<file path="src/rtl/axi_lite_arith_pkg.sv">
// Shared definitions for the AXI4-Lite arithmetic register array.
// Holds the response codes, the per-channel register offsets, the CTRL/STAT
// bit positions, the write/read state encodings and the signed-overflow
// helper used by each arithmetic lane.
package axi_lite_arith_pkg;

    localparam logic [1:0] RESP_OKAY   = 2'b00;
    localparam logic [1:0] RESP_SLVERR = 2'b10;

    // Register offsets inside one 16-byte channel window
    localparam logic [3:0] OFF_OPA    = 4'h0;
    localparam logic [3:0] OFF_OPB    = 4'h4;
    localparam logic [3:0] OFF_RESULT = 4'h8;
    localparam logic [3:0] OFF_CTRL   = 4'hC;

    // CTRL/STAT bit positions
    localparam int CTRL_MODE  = 0;
    localparam int CTRL_CARRY = 1;
    localparam int CTRL_OVF   = 2;

    typedef enum logic [2:0] {
        W_IDLE,
        W_HAVE_A,
        W_HAVE_D,
        W_CALC,
        W_RESP
    } w_state_t;

    typedef enum logic {
        R_IDLE,
        R_DATA
    } r_state_t;

    // Two's-complement overflow from the sign bits of the operands and result.
    // Add overflows when equal-signed operands give a result of the other sign;
    // subtract overflows when differently-signed operands flip the sign of A.
    function automatic logic signed_ovf(input logic a_msb, input logic b_msb,
                                        input logic r_msb, input logic sub);
        logic same_sign;
        same_sign = (a_msb == b_msb);
        return (sub ? !same_sign : same_sign) && (r_msb != a_msb);
    endfunction

endpackage

</file>
<file path="src/rtl/axi_lite_arith_array_arith_lane.sv">
// One arithmetic channel: registers RESULT, CARRY and OVF from the current
// operands when calc pulses.
// Ports: clk, rst (sync, active-high), calc (one-cycle update strobe),
//        opa/opb (operands), mode (0 add, 1 sub),
//        result/carry/ovf (registered outputs).
module arith_lane
    import axi_lite_arith_pkg::*;
#(
    parameter int DATA_WIDTH = 32
) (
    input  logic                  clk,
    input  logic                  rst,
    input  logic                  calc,
    input  logic [DATA_WIDTH-1:0] opa,
    input  logic [DATA_WIDTH-1:0] opb,
    input  logic                  mode,
    output logic [DATA_WIDTH-1:0] result,
    output logic                  carry,
    output logic                  ovf
);

    logic [DATA_WIDTH:0]          wide;
    logic signed [DATA_WIDTH-1:0] sum_p0;
    logic                         ovf_p0;

    // The extra top bit is carry-out for add and borrow for sub (wraps when A < B)
    always_comb begin
        wide   = mode ? ({1'b0, opa} - {1'b0, opb}) : ({1'b0, opa} + {1'b0, opb});
        sum_p0 = wide[DATA_WIDTH-1:0];
        ovf_p0 = signed_ovf(opa[DATA_WIDTH-1], opb[DATA_WIDTH-1], sum_p0[DATA_WIDTH-1], mode);
    end

    // Stage boundary: computed values become visible on the calc edge
    always_ff @(posedge clk) begin
        if (rst) begin
            result <= '0;
            carry  <= 1'b0;
            ovf    <= 1'b0;
        end else if (calc) begin
            result <= sum_p0;
            carry  <= wide[DATA_WIDTH];
            ovf    <= ovf_p0;
        end
    end

endmodule

</file>
<file path="src/rtl/axi_lite_arith_array.sv">
// AXI4-Lite slave exposing NUM_CH add/sub channels. Each channel has OPA,
// OPB, RESULT and CTRL/STAT registers in a 16-byte window. A write commits
// its register on the edge both address and data are held, the lane result
// follows one cycle later together with bvalid.
// Ports: s1_axi_aclk/s1_axi_areset (clock, sync active-high reset) and the
//        standard AXI4-Lite AW, W, B, AR, R channels.
module axi_lite_arith_array
    import axi_lite_arith_pkg::*;
#(
    parameter int DATA_WIDTH = 32,
    parameter int ADDR_WIDTH = 8,
    parameter int NUM_CH     = 4
) (
    input  logic                    s1_axi_aclk,
    input  logic                    s1_axi_areset,
    input  logic [ADDR_WIDTH-1:0]   s1_axi_awaddr,
    input  logic                    s1_axi_awvalid,
    output logic                    s1_axi_awready,
    input  logic [DATA_WIDTH-1:0]   s1_axi_wdata,
    input  logic [DATA_WIDTH/8-1:0] s1_axi_wstrb,
    input  logic                    s1_axi_wvalid,
    output logic                    s1_axi_wready,
    output logic [1:0]              s1_axi_bresp,
    output logic                    s1_axi_bvalid,
    input  logic                    s1_axi_bready,
    input  logic [ADDR_WIDTH-1:0]   s1_axi_araddr,
    input  logic                    s1_axi_arvalid,
    output logic                    s1_axi_arready,
    output logic [DATA_WIDTH-1:0]   s1_axi_rdata,
    output logic [1:0]              s1_axi_rresp,
    output logic                    s1_axi_rvalid,
    input  logic                    s1_axi_rready
);

    localparam int          STRB_W    = DATA_WIDTH / 8;
    localparam int unsigned MAP_BYTES = NUM_CH * 16;

    w_state_t w_state, w_next;
    r_state_t r_state, r_next;

    // Held low through reset so the ready outputs stay 0 until the first
    // cycle after reset deasserts
    logic ready_en;

    logic [ADDR_WIDTH-1:0] aw_addr_q;
    logic [DATA_WIDTH-1:0] w_data_q;
    logic [STRB_W-1:0]     w_strb_q;
    logic                  wr_ok_q;
    logic [1:0]            bresp_q;
    logic [DATA_WIDTH-1:0] rdata_q;
    logic [1:0]            rresp_q;

    logic [DATA_WIDTH-1:0] opa    [NUM_CH];
    logic [DATA_WIDTH-1:0] opb    [NUM_CH];
    logic                  mode   [NUM_CH];
    logic [DATA_WIDTH-1:0] result [NUM_CH];
    logic                  carry  [NUM_CH];
    logic                  ovf    [NUM_CH];
    logic                  calc   [NUM_CH];

    logic                  aw_hs, w_hs, ar_hs, commit;
    logic [ADDR_WIDTH-1:0] wr_addr;
    logic [DATA_WIDTH-1:0] wr_data;
    logic [STRB_W-1:0]     wr_strb;
    logic [DATA_WIDTH-1:0] rd_val;

    function automatic logic addr_mapped(input logic [ADDR_WIDTH-1:0] a);
        return (a[1:0] == 2'b00) && (32'(a) < MAP_BYTES);
    endfunction

    function automatic logic ch_hit(input logic [ADDR_WIDTH-1:0] a, input int c);
        return (a >> 4) == ADDR_WIDTH'(c);
    endfunction

    function automatic logic [DATA_WIDTH-1:0] merge_bytes(input logic [DATA_WIDTH-1:0] old,
                                                          input logic [DATA_WIDTH-1:0] data,
                                                          input logic [STRB_W-1:0]     strb);
        logic [DATA_WIDTH-1:0] r;
        r = old;
        for (int i = 0; i < STRB_W; i++) begin
            if (strb[i]) r[8*i +: 8] = data[8*i +: 8];
        end
        return r;
    endfunction

    assign aw_hs = s1_axi_awvalid && s1_axi_awready;
    assign w_hs  = s1_axi_wvalid && s1_axi_wready;
    assign ar_hs = s1_axi_arvalid && s1_axi_arready;

    // Whichever half arrived first was latched; the other comes straight from the bus
    assign wr_addr = (w_state == W_HAVE_A) ? aw_addr_q : s1_axi_awaddr;
    assign wr_data = (w_state == W_HAVE_D) ? w_data_q  : s1_axi_wdata;
    assign wr_strb = (w_state == W_HAVE_D) ? w_strb_q  : s1_axi_wstrb;
    assign commit  = (w_state == W_IDLE   && aw_hs && w_hs) ||
                     (w_state == W_HAVE_A && w_hs) ||
                     (w_state == W_HAVE_D && aw_hs);

    // State registers
    always_ff @(posedge s1_axi_aclk) begin
        if (s1_axi_areset) begin
            w_state  <= W_IDLE;
            r_state  <= R_IDLE;
            ready_en <= 1'b0;
        end else begin
            w_state  <= w_next;
            r_state  <= r_next;
            ready_en <= 1'b1;
        end
    end

    // Next-state logic
    always_comb begin
        w_next = w_state;
        case (w_state)
            W_IDLE: begin
                if (aw_hs && w_hs) w_next = W_CALC;
                else if (aw_hs)    w_next = W_HAVE_A;
                else if (w_hs)     w_next = W_HAVE_D;
            end
            W_HAVE_A: if (w_hs)  w_next = W_CALC;
            W_HAVE_D: if (aw_hs) w_next = W_CALC;
            W_CALC:              w_next = W_RESP;
            W_RESP:   if (s1_axi_bvalid && s1_axi_bready) w_next = W_IDLE;
            default:             w_next = W_IDLE;
        endcase
        r_next = r_state;
        case (r_state)
            R_IDLE:  if (ar_hs) r_next = R_DATA;
            R_DATA:  if (s1_axi_rready) r_next = R_IDLE;
            default: r_next = R_IDLE;
        endcase
    end

    // Outputs decoded from state
    always_comb begin
        s1_axi_awready = ready_en && (w_state == W_IDLE || w_state == W_HAVE_D);
        s1_axi_wready  = ready_en && (w_state == W_IDLE || w_state == W_HAVE_A);
        s1_axi_bvalid  = (w_state == W_RESP);
        s1_axi_bresp   = bresp_q;
        s1_axi_arready = ready_en && (r_state == R_IDLE);
        s1_axi_rvalid  = (r_state == R_DATA);
        s1_axi_rdata   = rdata_q;
        s1_axi_rresp   = rresp_q;
    end

    // Read mux over the live registers; sampled on the AR handshake edge so a
    // write committing on that same edge is not yet visible
    always_comb begin
        rd_val = '0;
        if (addr_mapped(s1_axi_araddr)) begin
            for (int c = 0; c < NUM_CH; c++) begin
                if (ch_hit(s1_axi_araddr, c)) begin
                    case (s1_axi_araddr[3:0])
                        OFF_OPA:    rd_val = opa[c];
                        OFF_OPB:    rd_val = opb[c];
                        OFF_RESULT: rd_val = result[c];
                        OFF_CTRL: begin
                            rd_val[CTRL_MODE]  = mode[c];
                            rd_val[CTRL_CARRY] = carry[c];
                            rd_val[CTRL_OVF]   = ovf[c];
                        end
                        default:    rd_val = '0;
                    endcase
                end
            end
        end
    end

    // Bus capture and register file
    always_ff @(posedge s1_axi_aclk) begin
        if (s1_axi_areset) begin
            aw_addr_q <= '0;
            w_data_q  <= '0;
            w_strb_q  <= '0;
            wr_ok_q   <= 1'b0;
            bresp_q   <= RESP_OKAY;
            rdata_q   <= '0;
            rresp_q   <= RESP_OKAY;
            for (int c = 0; c < NUM_CH; c++) begin
                opa[c]  <= '0;
                opb[c]  <= '0;
                mode[c] <= 1'b0;
            end
        end else begin
            if (aw_hs) aw_addr_q <= s1_axi_awaddr;
            if (w_hs) begin
                w_data_q <= s1_axi_wdata;
                w_strb_q <= s1_axi_wstrb;
            end
            if (commit) begin
                wr_ok_q <= addr_mapped(wr_addr) && (wr_addr[3:0] != OFF_RESULT);
                bresp_q <= (addr_mapped(wr_addr) && (wr_addr[3:0] != OFF_RESULT)) ? RESP_OKAY : RESP_SLVERR;
                if (addr_mapped(wr_addr)) begin
                    for (int c = 0; c < NUM_CH; c++) begin
                        if (ch_hit(wr_addr, c)) begin
                            case (wr_addr[3:0])
                                OFF_OPA:  opa[c] <= merge_bytes(opa[c], wr_data, wr_strb);
                                OFF_OPB:  opb[c] <= merge_bytes(opb[c], wr_data, wr_strb);
                                OFF_CTRL: if (wr_strb[0]) mode[c] <= wr_data[CTRL_MODE];
                                default:  ;
                            endcase
                        end
                    end
                end
            end
            if (ar_hs) begin
                rdata_q <= rd_val;
                rresp_q <= addr_mapped(s1_axi_araddr) ? RESP_OKAY : RESP_SLVERR;
            end
        end
    end

    // Lanes recompute on the W_CALC exit edge for the channel just written
    for (genvar c = 0; c < NUM_CH; c++) begin : g_lane
        assign calc[c] = (w_state == W_CALC) && wr_ok_q && ch_hit(aw_addr_q, c);

        arith_lane #(
            .DATA_WIDTH (DATA_WIDTH)
        ) u_lane (
            .clk    (s1_axi_aclk),
            .rst    (s1_axi_areset),
            .calc   (calc[c]),
            .opa    (opa[c]),
            .opb    (opb[c]),
            .mode   (mode[c]),
            .result (result[c]),
            .carry  (carry[c]),
            .ovf    (ovf[c])
        );
    end

endmodule
</file>
<file path="config.mk">
export PLATFORM = sky130hd
export DESIGN_NAME = axi_lite_arith_array
export DESIGN_NICKNAME = d
export VERILOG_FILES = /design/src/rtl/axi_lite_arith_pkg.sv /design/src/rtl/axi_lite_arith_array_arith_lane.sv /design/src/rtl/axi_lite_arith_array.sv
export SDC_FILE = /design/constraint.sdc
export NUM_CORES = 1
export LEC_CHECK = 0
export CORE_UTILIZATION = 43
export DETAILED_ROUTE_END_ITERATION = 8
export PLACE_DENSITY = 0.6
export SYNTH_ARGS = -nofsm -noshare
export SYNTH_HDL_FRONTEND = slang
export SYNTH_SLANG_ARGS = --single-unit
</file>
<file path="constraint.sdc">
create_clock -name s1_axi_aclk -period 10.5 [get_ports s1_axi_aclk]
set_input_delay 2.1 -clock s1_axi_aclk [delete_from_list [all_inputs] [get_ports s1_axi_aclk]]
set_output_delay 2.1 -clock s1_axi_aclk [all_outputs]
set_load 0.1 [all_outputs]
</file>
* Word level (Yosys, flattened, before mapping)
Memories as Yosys holds them, arrays and structs flattened. Index checks and enable logic that the tools add are counted. W data, S select, Z words.
Word-level totals: word-level logic and storage cells 427, bits in read-only memories 0, register bits after elaboration 222, RAM bits 260, memories 3, bits in latches 0
Memory list:
- opa | depth 4, bits a word 32, read ports 4, clocked after memory_dff 0, write ports 4, RTL line axi_lite_arith_array.sv:53 | logic [DATA_WIDTH-1:0] opa [NUM_CH];
- opb | depth 4, bits a word 32, read ports 4, clocked after memory_dff 0, write ports 4, RTL line axi_lite_arith_array.sv:54 | logic [DATA_WIDTH-1:0] opb [NUM_CH];
- mode | depth 4, bits a word 1, read ports 4, clocked after memory_dff 0, write ports 4, RTL line axi_lite_arith_array.sv:55 | logic mode [NUM_CH];
Cells by class: mux-type cells 307, add/subtract/negate cells 8, reduce and logical (&&, ||, !) cells 41, bitwise operators 13, shift-type cells 0, $lt $le $gt $ge 2, divide/modulo/power cells 0, equal/unequal tests 31, multipliers 0
Operators with widths (count):
- $mux W8 | 193
- $mux W32 | 14
- $pmux W29 S4 | 3
- $add A32 B32 Y33 | 4
- $mux W33 | 4
- $sub A32 B32 Y33 | 4
- $pmux W29 S3 | 1
- $mux W1 | 77
- $pmux W3 S4 | 4
- $eq A4 B2 Y1 const B | 6
- $logic_and A1 B1 Y1 | 24
- $logic_not A8 Y1 | 3
- $mux W3 | 6
- $lt A8 B7 Y1 const B | 2
- $pmux W3 S5 | 1
- $eq A4 B1 Y1 const B | 3
- $eq A4 B4 Y1 const B | 3
- $or A1 B1 Y1 | 12
- $eq A4 B3 Y1 const B | 2
- $logic_not A4 Y1 | 2
- $ne A4 B4 Y1 const B | 2
- $eq A3 B2 Y1 const B | 2
- $eq A1 B1 Y1 | 4
- $logic_not A1 Y1 | 4
- other kinds (13) | 22

* Longest topological paths before layout
depth after elaboration 12, depth in mapped cells 21

* Cells and area by module
Synthesis repeated with hierarchy kept, for this count alone.
Second synthesis, totals: cells, all modules 3603, area total of the unflattened synthesis 31584.0 um^2
By module, submodules not included:
- axi_lite_arith_array | area an instance 16804.9 um^2, cells an instance 1623, times used 1
- arith_lane | area an instance 3694.8 um^2, cells an instance 495, times used 4

* Least setup slack after synthesis
No wires, ideal clock.
kind register -> output, start point reg w_state[2], end point out s1_axi_bvalid, stages on the path, launching flop included 3, path buffers 1, path slack 5553 ps, arrival 2847 ps, cell sequence dfxtp_1 > clkbuf_1 > nor3b_1
Between the ends: longest elaborated chain between the ends 1
Ends and longest elaborated chain:
- start: declaration | RTL line axi_lite_arith_array.sv:38 | w_state_t w_state, w_next;
- start signal: assignment | RTL line axi_lite_arith_array.sv:105 | w_state <= w_next;
- $eq A3 B3 Y1 | RTL line axi_lite_arith_array.sv:138 | s1_axi_bvalid = (w_state == W_RESP);
- end: declaration | RTL line axi_lite_arith_array.sv:24 | output logic s1_axi_bvalid,
No other way between the ends.

==> results.py <==
metrics = {
    "sta": {
        "slew_viol_final": 0,
        "tightest_slew_ps": 1293,
        "rsz0062_at_grt": "no",
        "tns_ps": 0,
        "fmaxAchievable_mhz": 190.0,
        "relSlewSlack": 0.1208,
        "fin_crit_ps": 5262,
        "hold_viol": 0,
        "setup_ws_ps": 5238,
        "post-route-period-util": 0.5012,
        "finalSetupViolCount": 0,
        "clock_skew_ps": 12.59,
    },
    "final_layout": {
        "num_antenna_cells": 0,
        "drive_above_1_share": 0.06717,
        "final_util": 0.4930,
        "nets": 3485,
        "synthToLayoutAreaGrowth_pct": 13.33,
        "fillers": 6234,
        "final-seq-area_mm2": 0.01221,
        "multiInputGateArea_mm2": 0.01558,
        "stdcell_area_mm2": 0.03247,
    },
    "setup_path": {
        "cp_max_fo": 36,
        "cp.required_ps": 10730,
        "crit_family": "simple AND/OR/NAND/NOR gates",
        "worst_ep_arrival_time_ps": 5490,
        "reg2regPathDepth": 18,
        "cp.depth": 9,
        "start_kind": "input pin",
        "rr_endpoint": "g_lane[1].u_lane.result[30]",
        "rrSetupSlack_ps": 5380,
        "cp-endpoint": "opb[1][23]",
        "crit_path_top_delay_cell": "o21ai_0",
        "worstSetupPathType": "in -> reg",
        "crit_start": "s1_axi_awvalid",
        "worst_path_largest_cell_delay_ps": 920,
        "worstReg2RegStart": "opb[1][4]",
        "path_cells": "clkdlybuf4s50_1, nand2_1, nor3_1, o22a_1, nand2_1, nor2_1, nand2_1, buf_4, o21ai_0",
        "critPathMostFrequentCell": "nand2_1",
        "crit_buf_inv": 2,
        "critPathCaptureType": "register",
    },
    "logic_synthesis": {
        "yosys.area.top_type": "edfxtp_1",
        "synth_top_flop_cell": "edfxtp_1",
        "synthArstFlopShare": 0,
        "synth_seq_area_share": 0.4262,
        "synth_edf_count": 260,
        "synthDistinctLibCells": 90,
        "synthTopCellsByArea": "edfxtp_1 27%, dfxtp_1 15%, a21oi_1 6.1%",
        "synth-seq-cells": 480,
        "synth.avg_cell_area_um2": 8.760,
        "netlist_area_mm2": 0.02865,
        "synth.yosys.warnings": 0,
        "synth_cells": 3271,
        "synth_top_area_share": 0.2725,
    },
    "clock_tree": {
        "max-clock-path-buffers": 3,
        "post_cts_resized": 0,
        "root_buffer": "clkbuf_16",
        "numCtsBuffers": 55,
        "cts_hold_buf": 0,
        "cts_tree": "built",
        "clk_pin_slew_ps": 60,
        "htree_levels": 2,
        "clock-sinks": 480,
        "insertion_delay_ps": 620,
        "cts_setup_buffers": 0,
    },
    "grt": {
        "grt_pass1_vias": 24329,
        "gr-total-overflow": 0,
        "grt_usage": 0.3014,
        "grt_pass1_wl_um": 153300,
        "antenna_found_initial": 3,
        "grt_max_degree": 129,
    },
    "routing": {
        "drt_first_pass_iters": 9,
        "drt_wl_total_um": 103200,
        "vias_per_cell": 6.225,
        "vias": 26138,
        "ant_nets": 0,
        "routedWlPerCell_um": 24.57,
        "drt_first_iter_violations": 3642,
        "drc": 26,
    },
    "power": {
        "powerDensity_mw_per_mm2": 151.3,
        "p_leak_uw": 0.01157,
        "total_power_uw": 4914,
        "ir_drop_mv": 0.1506,
    },
    "worst_hold_path": {
        "hold_path_class": "reg -> reg",
    },
    "floorplanning": {
        "start_util": 0.4351,
        "rows": 94,
        "die-area_mm2": 0.06768,
        "die_w_um": 260.1,
        "die_y_um": 260.1,
        "core-area_mm2": 0.06586,
        "io_pins": 100,
    },
    "placement": {
        "io_buffers": 97,
        "gp_congestion": 0.9861,
        "detailed_place_hpwl_um": 73250,
        "place_area_mm2": 0.03057,
        "dp_slack_ps": 4660,
    },
    "run_status": {
        "violations": "DRC",
        "status": "finished, violations left",
    },
    "job": {
        "maxCapViolations": 0,
    },
}
## worst reg2reg max path, delay by kind of cell (launching register included)
kind	cells	cell delay, ps
fa+ha+maj	1	360
flops	1	440
simple gates	7	1950
xor+xnor	1	180
compound gates	9	2090
## cell type report
type                    instances  area share
multi-input cells            2530      0.4797
clock buffers                  61     0.04469
flip-flops and latches        480      0.3761
repair buffers                156     0.04473
well taps                     864     0.03329
inverters                      67    0.007744
clock inverters                41     0.01379
## how the worst min path moves through the flow
| stage | from | endpoint | slack [ps] | cells past startpoint |
|---|---|---|---|---|
| 4_1_cts | g_lane[2].u_lane.result[26] | g_lane[2].u_lane.result[26] | 450 | 2 |
| 5_1_grt | g_lane[0].u_lane.result[7] | g_lane[0].u_lane.result[7] | 460 | 2 |
| 6_report | g_lane[2].u_lane.result[20] | g_lane[2].u_lane.result[20] | 450 | 2 |
| 3_5_place_dp | g_lane[1].u_lane.result[14] | g_lane[1].u_lane.result[14] | 440 | 2 |
| 3_3_place_gp | g_lane[3].u_lane.result[11] | g_lane[3].u_lane.result[11] | 440 | 2 |
| 2_1_floorplan | g_lane[3].u_lane.result[22] | g_lane[3].u_lane.result[22] | 420 | 2 |
## stage by stage
step,instances,hold WS (ps)
floorplan,3272,424.9
global placement,4097,438.3
detailed placement,4097,444.2
CTS,4199,452.3
global route,4199,462.9
finish,4199,452.3
## cell families (layout without fill, tap and decap cells)
family / after synthesis / count (layout) / synth area share
muxes: 46 / 46 / 0.01611
xor gates and xnor gates: 222 / 222 / 0.06785
and+or+nand+nor: 1183 / 1183 / 0.1798
AOI/OAI and AO/OA: 941 / 941 / 0.2147
adders and majority gates: 136 / 136 / 0.06043
buffers and inverters: 262 / 325 / 0.03489
DFF: 480 / 480 / 0.4262
other: 1 / 2 / 0.0001309
## sequential cells by signal (all words and copies together), names as in the netlist
| signal | cells |
|---|---|
| s1_axi_rvalid | 1 |
| w_strb_q | 4 |
| opa | 128 |
| opb | 128 |
| s1_axi_bresp | 1 |
| g_lane.u_lane.carry | 4 |
| w_data_q | 32 |
| g_lane.u_lane.ovf | 4 |
| g_lane.u_lane.result | 128 |
| ready_en | 1 |
| wr_ok_q | 1 |
| aw_addr_q | 8 |
| s1_axi_rresp | 1 |
| s1_axi_rdata | 32 |
| mode | 4 |
| w_state | 3 |
## layer usage
metal / share of wire / vias to the layer above / GRT usage
met5: 0.00033 / - / 0
met4: 0.049 / 4 / 0.1376
met3: 0.10 / 233 / 0.06150
met2: 0.44 / 1433 / 0.4622
met1: 0.41 / 12509 / 0.4076
li1: - / 11959 / -
## cell usage in the layout (no fill, tap or decap), drive strengths merged, types with 11 or more instances in the layout
master	n
a211oi	27
a221oi	39
o21ai	181
nor3	77
xnor2	180
a31oi	36
clkinv	17
o21bai	13
nand2	430
a21o	59
nor2b	23
and2	18
edfxtp	260
nand3	42
nor2	453
nor3b	16
o22ai	31
nor4	22
inv	73
clkinvlp	11
clkdlybuf4s50	96
and3	23
buf	60
ha	132
clkbuf	61
dfxtp	220
nand2b	22
o21a	25
a21oi	351
xor2	42
mux2i	45
or3	17
a222oi	90
o211ai	12
## where the power goes
group	switching, uW	internal (uW)	total [uW]
Sequential	51.9	2020	2070
Clock	857	1180	2040
Combinational	517	287	804
## synth_stat cells (all sizes together) (6+ instances only)
master   count
nor2       453
nand2      430
a21oi      351
edfxtp     260
dfxtp      220
o21ai      181
xnor2      180
clkbuf     170
ha         132
a222oi      90
nor3        77
inv         67
a21o        59
mux2i       45
nand3       42
xor2        42
a221oi      39
a31oi       36
o22ai       31
a211oi      27
buf         25
o21a        25
and3        23
nor2b       23
nand2b      22
nor4        22
and2        18
or3         17
nor3b       16
o21bai      13
o211ai      12
o31ai       10
nand3b       9
nand4        8
a22oi        7
a2111oi      6
a221o        6
or4          6
Power figures use the tool's default switching activity.
